$ cat src/rtl/ram_bist_ctrl.sv
// rtl/ram_bist_ctrl.sv - March-style write/read-back BIST sequencer for a 1024x8 async-read RAM
// Optional inverted-pattern pass enabled by defining RAM_BIST_INV_PASS_EN.
module ram_bist_ctrl #(
  parameter int                ADDR_W = 10,
  parameter int                DATA_W = 8,
  parameter logic [DATA_W-1:0] SEED   = 8'hA5
) (
  input  logic              clk,
  input  logic              rst_n,
  input  logic              start,
  output logic [ADDR_W-1:0] mem_addr,
  output logic [DATA_W-1:0] mem_din,
  output logic              mem_w_en,
  input  logic [DATA_W-1:0] mem_dout,
  output logic              busy,
  output logic              done,
  output logic              pass,
  output logic [ADDR_W:0]   err_cnt,
  output logic [ADDR_W-1:0] fail_addr
);

  localparam logic [2:0] IDLE   = 3'd0;
  localparam logic [2:0] WR     = 3'd1;
  localparam logic [2:0] RD     = 3'd2;
  localparam logic [2:0] DONE   = 3'd3;
`ifdef RAM_BIST_INV_PASS_EN
  localparam logic [2:0] WR_INV = 3'd4;
  localparam logic [2:0] RD_INV = 3'd5;
`endif

  localparam logic [ADDR_W-1:0] LAST_ADDR = '1;
  localparam logic [ADDR_W:0]   ERR_MAX   = '1;

  logic [2:0]        state_q, state_d;
  logic [ADDR_W-1:0] cnt_q, cnt_d;
  logic [ADDR_W:0]   err_q, err_d;
  logic [ADDR_W-1:0] fail_q, fail_d;
  logic              pass_q, pass_d;

  logic [DATA_W-1:0] pat;
  logic              last;
  logic              cmp_en;
  logic [DATA_W-1:0] cmp_exp;
  logic              mismatch;

  // Address-derived pattern and compare selection for the current read pass
  always_comb begin
    pat      = cnt_q[DATA_W-1:0] ^ SEED;
    last     = (cnt_q == LAST_ADDR);
    cmp_en   = 1'b0;
    cmp_exp  = pat;
    if (state_q == RD) begin
      cmp_en  = 1'b1;
      cmp_exp = pat;
    end
`ifdef RAM_BIST_INV_PASS_EN
    if (state_q == RD_INV) begin
      cmp_en  = 1'b1;
      cmp_exp = ~pat;
    end
`endif
    mismatch = cmp_en && (mem_dout != cmp_exp);
  end

  // Next-state, counter and result accumulation
  always_comb begin
    state_d = state_q;
    cnt_d   = cnt_q;
    err_d   = err_q;
    fail_d  = fail_q;
    pass_d  = pass_q;

    // Error accounting is shared by every read pass so the first failing
    // address and the count span both passes when the inverted pass runs.
    if (mismatch) begin
      if (err_q != ERR_MAX) begin
        err_d = err_q + 1'b1;
      end
      if (err_q == '0) begin
        fail_d = cnt_q;
      end
    end

    case (state_q)
      IDLE, DONE: begin
        if (start) begin
          state_d = WR;
          cnt_d   = '0;
          err_d   = '0;
          fail_d  = '0;
          pass_d  = 1'b0;
        end
      end
      WR: begin
        cnt_d = cnt_q + 1'b1;
        if (last) begin
          state_d = RD;
        end
      end
      RD: begin
        cnt_d = cnt_q + 1'b1;
        if (last) begin
`ifdef RAM_BIST_INV_PASS_EN
          state_d = WR_INV;
`else
          state_d = DONE;
          pass_d  = (err_d == '0);
`endif
        end
      end
`ifdef RAM_BIST_INV_PASS_EN
      WR_INV: begin
        cnt_d = cnt_q + 1'b1;
        if (last) begin
          state_d = RD_INV;
        end
      end
      RD_INV: begin
        cnt_d = cnt_q + 1'b1;
        if (last) begin
          state_d = DONE;
          pass_d  = (err_d == '0);
        end
      end
`endif
      default: begin
        state_d = IDLE;
        cnt_d   = '0;
      end
    endcase
  end

  // State and result registers; reset aborts any test in flight
  always_ff @(posedge clk or negedge rst_n) begin
    if (!rst_n) begin
      state_q <= IDLE;
      cnt_q   <= '0;
      err_q   <= '0;
      fail_q  <= '0;
      pass_q  <= 1'b0;
    end else begin
      state_q <= state_d;
      cnt_q   <= cnt_d;
      err_q   <= err_d;
      fail_q  <= fail_d;
      pass_q  <= pass_d;
    end
  end

  // RAM-side and status outputs decode from registered state only
  always_comb begin
    mem_addr = cnt_q;
    mem_din  = '0;
    mem_w_en = 1'b0;
    busy     = 1'b0;
    done     = (state_q == DONE);
    case (state_q)
      WR: begin
        mem_din  = pat;
        mem_w_en = 1'b1;
        busy     = 1'b1;
      end
      RD: begin
        busy = 1'b1;
      end
`ifdef RAM_BIST_INV_PASS_EN
      WR_INV: begin
        mem_din  = ~pat;
        mem_w_en = 1'b1;
        busy     = 1'b1;
      end
      RD_INV: begin
        busy = 1'b1;
      end
`endif
      default: begin
        busy = 1'b0;
      end
    endcase
  end

  assign pass      = pass_q;
  assign err_cnt   = err_q;
  assign fail_addr = fail_q;

endmodule

$ cat config.mk
export PLATFORM = sky130hd
export DESIGN_NAME = ram_bist_ctrl
export DESIGN_NICKNAME = d
export VERILOG_FILES = /design/src/rtl/ram_bist_ctrl.sv
export SDC_FILE = /design/constraint.sdc
export NUM_CORES = 1
export LEC_CHECK = 0
export ABC_AREA = 1
export CORE_ASPECT_RATIO = 1.2
export CORE_MARGIN = 2
export CORE_UTILIZATION = 51
export CTS_BUF_LIST = sky130_fd_sc_hd__clkbuf_8
export DETAILED_ROUTE_END_ITERATION = 10
export PLACE_DENSITY = 0.81
export SYNTH_ARGS = -nofsm -noshare
export SYNTH_HDL_FRONTEND = slang
export SYNTH_SLANG_ARGS = --single-unit
$ cat constraint.sdc
create_clock -name clk -period 2.3 [get_ports clk]
set_clock_uncertainty 0.05 [all_clocks]
set_input_delay 0.23 -clock clk [delete_from_list [all_inputs] [get_ports clk]]
set_output_delay 0.23 -clock clk [all_outputs]
set_load 0.02 [all_outputs]
==> run_results.csv, run 1 <==
group,metric,value,unit
placement,number_of_buffers_added_on_ports,53,
route,detailroute.wirelength.met3,286,um
global_routing,grt_pass1_wl,9308,um
route,wl_per_cell,12.56,um
cts,cts.clk_slew.worst_paths,70,ps
global_routing,grt_antenna_before_repair,0,
synth,yosys.area_share.xor_xnor,0.01982,
route,top_layer,"met4",
synth,yosys.area_share.adder,0.03964,
sta,finalWorstPathRequiredPeriod,2200,ps
critical_path,crit_cells,5,
synth,synth_compound_gate_area_share,0.1053,
flow_run,drv_cap,0,
synth,synth.yosys.warnings,0,
synth,synthesis.area,2210,um^2
synth,synthCells,318,
route,via_count,2198,
synth,synth_cell_types,29,
route,drt-initial-drc-count,145,
critical_path,cp_max_fo,7,
critical_path,critical_path.startpoint_type,"register",
placement,finalWeightedCongestion,0.8787,
hold_path,timing.hold.worst.class,"input pin to asynchronous set/reset pin",
cts,cts_htree_levels,2,
global_routing,grt_max_degree,35,
critical_path,cp_slowest_cell,"clkdlybuf4s50_1",
route,routed-wl-met2,2838,um
pwr,comb_power_share,0.539,
cts,post-cts-setup-buffer-count,0,
sta,timing.final.crit_share,0.9566,
synth,synth_sequential_area_ratio,0.3851,
global_routing,combined_global_route_utilization_of_all_metal_layers,0.2413,
cts,cts.sink_count,34,
sta,maxSlewHeadroom,0.7176,
route,drc_errors,0,
cts,clock_tree.buffer_depth,2,
sta,setup_repair_after_global_routing_missed_its_margin,"no",
floorplan,io_count,54,
route,wl,5437,um
synth,basic_gate_share_of_the_synthesized_area_counting_and_or_nand_and_nor_cells,0.3369,
critical_path,timing.critical_path.arrival,1920,ps
sta,totalNegativeSetupSlack,0,ps
pwr,total_power,2.830,mW
cts,clk_root_buffer_cell,"clkbuf_8",
floorplan,number_of_standard_cell_rows_in_the_floorplan,26,
route,route.detailed.vias_per_inst,5.076,
cells_and_area,area_delta_synth_final,31.71,%
route,drt_pass1_iterations,4,
floorplan,initial_core_utilization,0.5265,
pwr,seqPwrFrac,0.303,
critical_path,timing.critical_path.max_delay_family,"buffers and inverters",
critical_path,timing.setup.critical_path_class,"register to output port",
critical_path,worstPathRequired,2020,ps
synth,ys_ff_latch,34,
route,drt.antenna.violating_nets,0,
cells_and_area,post_route_cells_drive_above_1_share,0.09284,
synth,synthesis.area_per_instance,6.948,um^2
cells_and_area,finish.net_count,394,
sta,max_freq,454.5,MHz
cts,postCtsHoldBufs,0,
pwr,static-leakage-power,1.496,nW
placement,detailed_place_hpwl,4100,um
synth,main_combinational_cell_family_by_area_after_synthesis,"simple AND/OR/NAND/NOR gates",
floorplan,die_h,76.11,um
synth,post_synth_mux_area_share,0.004530,
floorplan,design.core.area,4197,um^2
pwr,switching_share,0.4387,
global_routing,grt_ovf,0,
pwr,power.net_switching,1.242,mW
cells_and_area,multi_input_logic_area,1121,um^2
critical_path,crit_buf_inv,3,
cells_and_area,number_of_fill_cells,359,
sta,finalHoldViolCount,0,
critical_path,cp_cell_sequence,"inv_1 > ha_2 > inv_1 > nor2_1 > clkdlybuf4s50_1",
cts,clk_latency,290,ps
pwr,internal_power,1.589,mW
sta,tightest_slew,423.6,ps
sta,setup_viol_count_final,0,
cells_and_area,n_antenna_cell,0,
cts,tritoncts,"yes",
floorplan,die_x,64.09,um
critical_path,worst-r2r-cell-count,11,
pwr,power.density_cell_area,972.5,nW/um^2
cts,total_clock_buffers_created_by_cts,5,
critical_path,critPathMostFrequentCell,"inv_1",
cells_and_area,storage_element_area,850.8,um^2
status,status,"completed",
pwr,max-vdd-ir-drop,0.0007484,V
sta,final_max_slew_violation_count,0,
critical_path,critPathMaxStageDelay,620,ps
floorplan,die_area,4877,um^2
route,met1Wirelength,2219,um
pwr,clkPwrFrac,0.157,
synth,postSynthNetCount,336,
critical_path,timing.critical_path.to_type,"output port",
global_routing,first_global_vias,2066,
==> path summary, 6_finish.rpt <==
kind	start	to	slack, ps
max	state_q[1]	mem_din[2]	100
min	rst_n	mem_addr[8]	290
max reg2reg	state_q[0]	mem_addr[9]	250
min reg2reg	pass	pass	450
max in group asynchronous	rst_n	mem_addr[1]	1600
min in group clk	pass	pass	450
==> stage by stage <==
| stage | hold slack [ps] | setup slack, ps | instances | utilization | area [um^2] |
|---|---|---|---|---|---|
| 2_1_floorplan | -115.6 | 362.1 | 318 | - | 2210 |
| 3_3_place_gp | 421.5 | 235.4 | 425 | 0.6688 | 2806 |
| 3_5_place_dp | 425.8 | 209.4 | 425 | 0.6688 | 2806 |
| 4_1_cts | 309.3 | 64.71 | 433 | 0.6911 | 2900 |
| 5_1_grt | 337.1 | 3.266 | 433 | 0.6935 | 2910 |
| 6_report | 291.1 | 99.86 | 433 | 0.6935 | 2910 |
==> cell usage after synthesis <==
library cell | number | area share
o21a_1 | 1 | 0.0034
or2_2 | 1 | 0.0028
nor2_4 | 2 | 0.010
o21ai_1 | 1 | 0.0023
nor3_1 | 1 | 0.0023
nor2_2 | 2 | 0.0057
buf_2 | 3 | 0.0068
nand2_2 | 6 | 0.017
buf_4 | 1 | 0.0034
ha_1 | 7 | 0.040
nand4_1 | 6 | 0.017
nand2_4 | 2 | 0.010
mux2i_1 | 1 | 0.0045
nand3b_1 | 1 | 0.0034
xnor2_1 | 3 | 0.012
xor2_1 | 2 | 0.0079
dfrtp_1 | 34 | 0.39
nand3_2 | 1 | 0.0045
clkbuf_1 | 3 | 0.0051
nor4_1 | 2 | 0.0057
inv_2 | 6 | 0.010
nand2_1 | 88 | 0.15
o21ai_0 | 23 | 0.052
clkinv_1 | 1 | 0.0017
nand3_1 | 27 | 0.061
a21oi_1 | 21 | 0.048
nor2_1 | 28 | 0.048
inv_1 | 42 | 0.071
buf_6 | 2 | 0.010
==> sequential cells by signal (all words and copies together) (netlist names) <==
register and cells:
err_cnt 11, fail_addr 10, mem_addr 10, pass 1
state_q 2
==> cell families (layout without fill, tap and decap cells) <==
family                   after synthesis  count (layout)
AO/OA/AOI/OAI                         46              46
XOR/XNOR                               5               5
adder cells (fa/ha/maj)                7               7
buffers and inverters                 58             117
flip-flops                            34              34
multiplexers                           1               1
AND/OR/NAND/NOR                      167             167
==> what timing repair did <==
| action | CTS | global route |
|---|---|---|
| gates resized for setup | 1 | 4 |
| pin swaps | 0 | 0 |
| hold endpoints to repair | 0 | 0 |
| cloned | 0 | 0 |
| endpoints found under the setup margin | 4 | 4 |
==> routing by layer <==
layer  GRT usage  vias to the layer above
met3     0.03250                        7
met1      0.3016                     1001
met5           0                        -
met4      0.1217                        0
met2      0.4031                       74
li1            -                     1116
==> cell usage in the layout (no fill, tap or decap), types with 2 or more instances in the layout <==
master            n
a21oi_1          21
xnor2_1           3
nand2_4           2
buf_4             7
clkdlybuf4s50_1  49
nor2_2            2
nand2_1          88
inv_2             6
nor2_4            2
nor2_1           28
nand3_1          27
dfrtp_1          34
xor2_1            2
clkbuf_8          6
dlymetal6s2s_1    4
inv_1            43
nand4_1           6
ha_1              6
o21ai_0          23
nand2_2           6
nor4_1            2
==> final cells by class <==
cell class                 instances  share of cell area
clock buffer                       6             0.02837
clock inverter                     2            0.003009
inverter                          49             0.06320
multi-input combinational        226              0.3852
sequential                        34              0.2923
tap                               56             0.02408
timing repair buffer              60              0.2038
==> power groups by stage <==
stage	sequential, mW	combinational (mW)	clock (mW)
floorplan	0.960	0.836	0
detailed placement	0.867	1.53	0
finish	0.858	1.53	0.445
global route	0.876	1.71	0.475
CTS	0.856	1.55	0.451
global placement	0.862	1.50	0
Power figures use the tool's default switching activity.
==> inputs of run 2 (changes only) <==
--- a/config.mk
+++ b/config.mk
@@ -8,10 +8,11 @@
 export ABC_AREA = 1
 export CORE_ASPECT_RATIO = 1.2
 export CORE_MARGIN = 2
-export CORE_UTILIZATION = 51
+export CORE_UTILIZATION = 41
 export CTS_BUF_LIST = sky130_fd_sc_hd__clkbuf_8
 export DETAILED_ROUTE_END_ITERATION = 10
-export PLACE_DENSITY = 0.81
+export PLACE_DENSITY = 0.67
+export SETUP_SLACK_MARGIN = 0.5
 export SYNTH_ARGS = -nofsm -noshare
 export SYNTH_HDL_FRONTEND = slang
 export SYNTH_SLANG_ARGS = --single-unit
==> run 2 against run 1 <==
Clock power down 1%. Register-to-register slack better by 210 ps. Cell area up 14%.
==> run_results.csv, run 2 (synthesis results as in run 1) <==
group,metric,value,unit
status,status,"completed",
cells_and_area,multi_input_logic_area,1286,um^2
cells_and_area,layout_common_cells,"nand2_1 (86), clkdlybuf4s50_1 (43), inv_1 (39)",
cells_and_area,final_core_utilization,0.6309,
route,wl,6428,um
critical_path,timing.critical_path.max_delay_family,"simple AND/OR/NAND/NOR gates",
critical_path,worst-r2r-cell-count,14,
placement,post_dp_area,2826,um^2
critical_path,cp_cell_sequence,"inv_2 > nand2_1 > nand2_1 > nand3_1 > nor2_4 > nand2_4 > buf_4 > nand3_1 > nand2_1 > nor2_1 > nand2_1 > nor2_1 > nand2_1 > nand2_1",
cts,tritoncts,"yes",
critical_path,crit-reg2reg-capture,"pass",
pwr,max-vdd-ir-drop,0.0006275,V
cts,clock_tree.buffer_depth,2,
sta,finalWorstPathRequiredPeriod,1839,ps
critical_path,worstPathRequired,2470,ps
hold_path,timing.hold.worst.class,"input pin to asynchronous set/reset pin",
floorplan,die_h,84.42,um
pwr,power.density_cell_area,962.1,nW/um^2
cts,cts.sink_count,34,
route,via_count,2343,
cells_and_area,area_delta_synth_final,50.23,%
global_routing,grt_use_met2,0.3551,
cells_and_area,instances_no_fill,468,
critical_path,timing.setup.critical_path_class,"register to register",
global_routing,combined_global_route_utilization_of_all_metal_layers,0.2018,
floorplan,die_area,5995,um^2
route,wl_per_cell,13.74,um
sta,final_max_slew_violation_count,0,
cts,cts.clk_slew.worst_paths,70,ps
route,drc_errors,0,
route,route.detailed.vias_per_inst,5.006,
global_routing,grt_pass1_wl,9770,um
cells_and_area,n_antenna_cell,0,
cells_and_area,storage_element_area,868.3,um^2
global_routing,grt_ovf,0,
global_routing,first_global_vias,2156,
floorplan,die_x,71.02,um
global_routing,grt_max_degree,35,
cells_and_area,number_of_fill_cells,466,
floorplan,number_of_standard_cell_rows_in_the_floorplan,29,
global_routing,gr-usage-met1,0.2490,
cts,clk_latency,280,ps
cts,total_clock_buffers_created_by_cts,5,
critical_path,crit_buf_inv,2,
critical_path,critical_path.startpoint_type,"register",
critical_path,r2r_setup_slack,460,ps
placement,finalWeightedCongestion,0.8492,
placement,number_of_buffers_added_on_ports,53,
sta,max_freq,543.9,MHz
cells_and_area,layout_commonest_cell,"nand2_1",
critical_path,timing.critical_path.arrival,2010,ps
critical_path,timing.critical_path.to_type,"register",
flow_run,drv_cap,0,
global_routing,grt_util_met3,0.03962,
sta,tightest_slew,440.2,ps
pwr,static-leakage-power,1.629,nW
sta,finalHoldViolCount,0,
pwr,total_power,3.194,mW
cells_and_area,finish.net_count,423,
placement,post-place-cells,428,
critical_path,critPathMaxStageDelay,450,ps
sta,setup_repair_after_global_routing_missed_its_margin,"yes",
critical_path,cp_max_fo,6,
global_routing,grt.busiest_layer,"met2",
floorplan,design.core.area,5261,um^2
sta,timing.final.crit_share,0.7994,
sta,setup_viol_count_final,0,
cells_and_area,post_route_cells_drive_above_1_share,0.2512,
route,drt.antenna.violating_nets,0,
placement,detailed_place_hpwl,4164,um
sta,maxSlewHeadroom,0.7066,
critical_path,cp_slowest_cell,"dfrtp_2",
floorplan,initial_core_utilization,0.4200,
route,drt_pass1_iterations,4,
cts,clk_root_buffer_cell,"clkbuf_8",
floorplan,io_count,54,
cts,cts_htree_levels,2,
critical_path,critPathMostFrequentCell,"nand2_1",
cells_and_area,fin_area,3319,um^2
sta,totalNegativeSetupSlack,0,ps
critical_path,r2r-start,"mem_addr[5]",
global_routing,grt_antenna_before_repair,0,
cts,postCtsHoldBufs,0,
cells_and_area,flip_flop_count_of_the_largest_register_all_copies_and_words_added,11,
route,drt-initial-drc-count,122,
## run 2: how the worst max path moves through the flow
stage	depth (start not counted)	end	slack [ps]	startpoint
6_report	14	pass	460	mem_addr[5]
5_1_grt	14	pass	350	mem_addr[5]
4_1_cts	5	mem_din[2]	450	state_q[1]
3_5_place_dp	12	fail_addr[6]	250	mem_dout[1]
3_3_place_gp	14	pass	260	err_cnt[0]
2_1_floorplan	14	pass	500	err_cnt[0]
## run 2: what timing repair did
item	CTS	global route
endpoints found under the hold margin	0	0
setup endpoints to repair	27	24
resized for setup	29	41
buffers inserted	9	18
pin swaps	5	6
cloned	1	4
## run 2: metal layers
metal  share of wire  routed length (um)  vias up
met1            0.43                2738     1088
met5               0                   0        -
li1                -                   -     1183
met4           0.011                  72        0
met2            0.52                3335       66
met3           0.044                 281        6
## run 2: final cells by class
type | instances | area share
Multi-Input combinational cell | 229 | 0.3875
Clock inverter | 2 | 0.002639
Inverter | 49 | 0.05767
Sequential cell | 34 | 0.2616
Tap cell | 62 | 0.02337
Clock buffer | 6 | 0.02488
Timing Repair Buffer | 86 | 0.2424
## run 2: where the power goes
| group | internal, mW | switching, mW | total [mW] |
|---|---|---|---|
| combinational | 0.826 | 1.05 | 1.87 |
| clock | 0.237 | 0.202 | 0.439 |
| sequential | 0.738 | 0.143 | 0.882 |
| total | 1.80 | 1.39 | 3.19 |
## run 2: through the flow
stage | worst slack, ps | hold slack, ps
finish | 461.3 | 317.6
global route | 350.6 | 361.9
floorplan | 501.4 | -115.6
global placement | 264.8 | 423.8
CTS | 451.6 | 321.1
detailed placement | 245.7 | 429.2
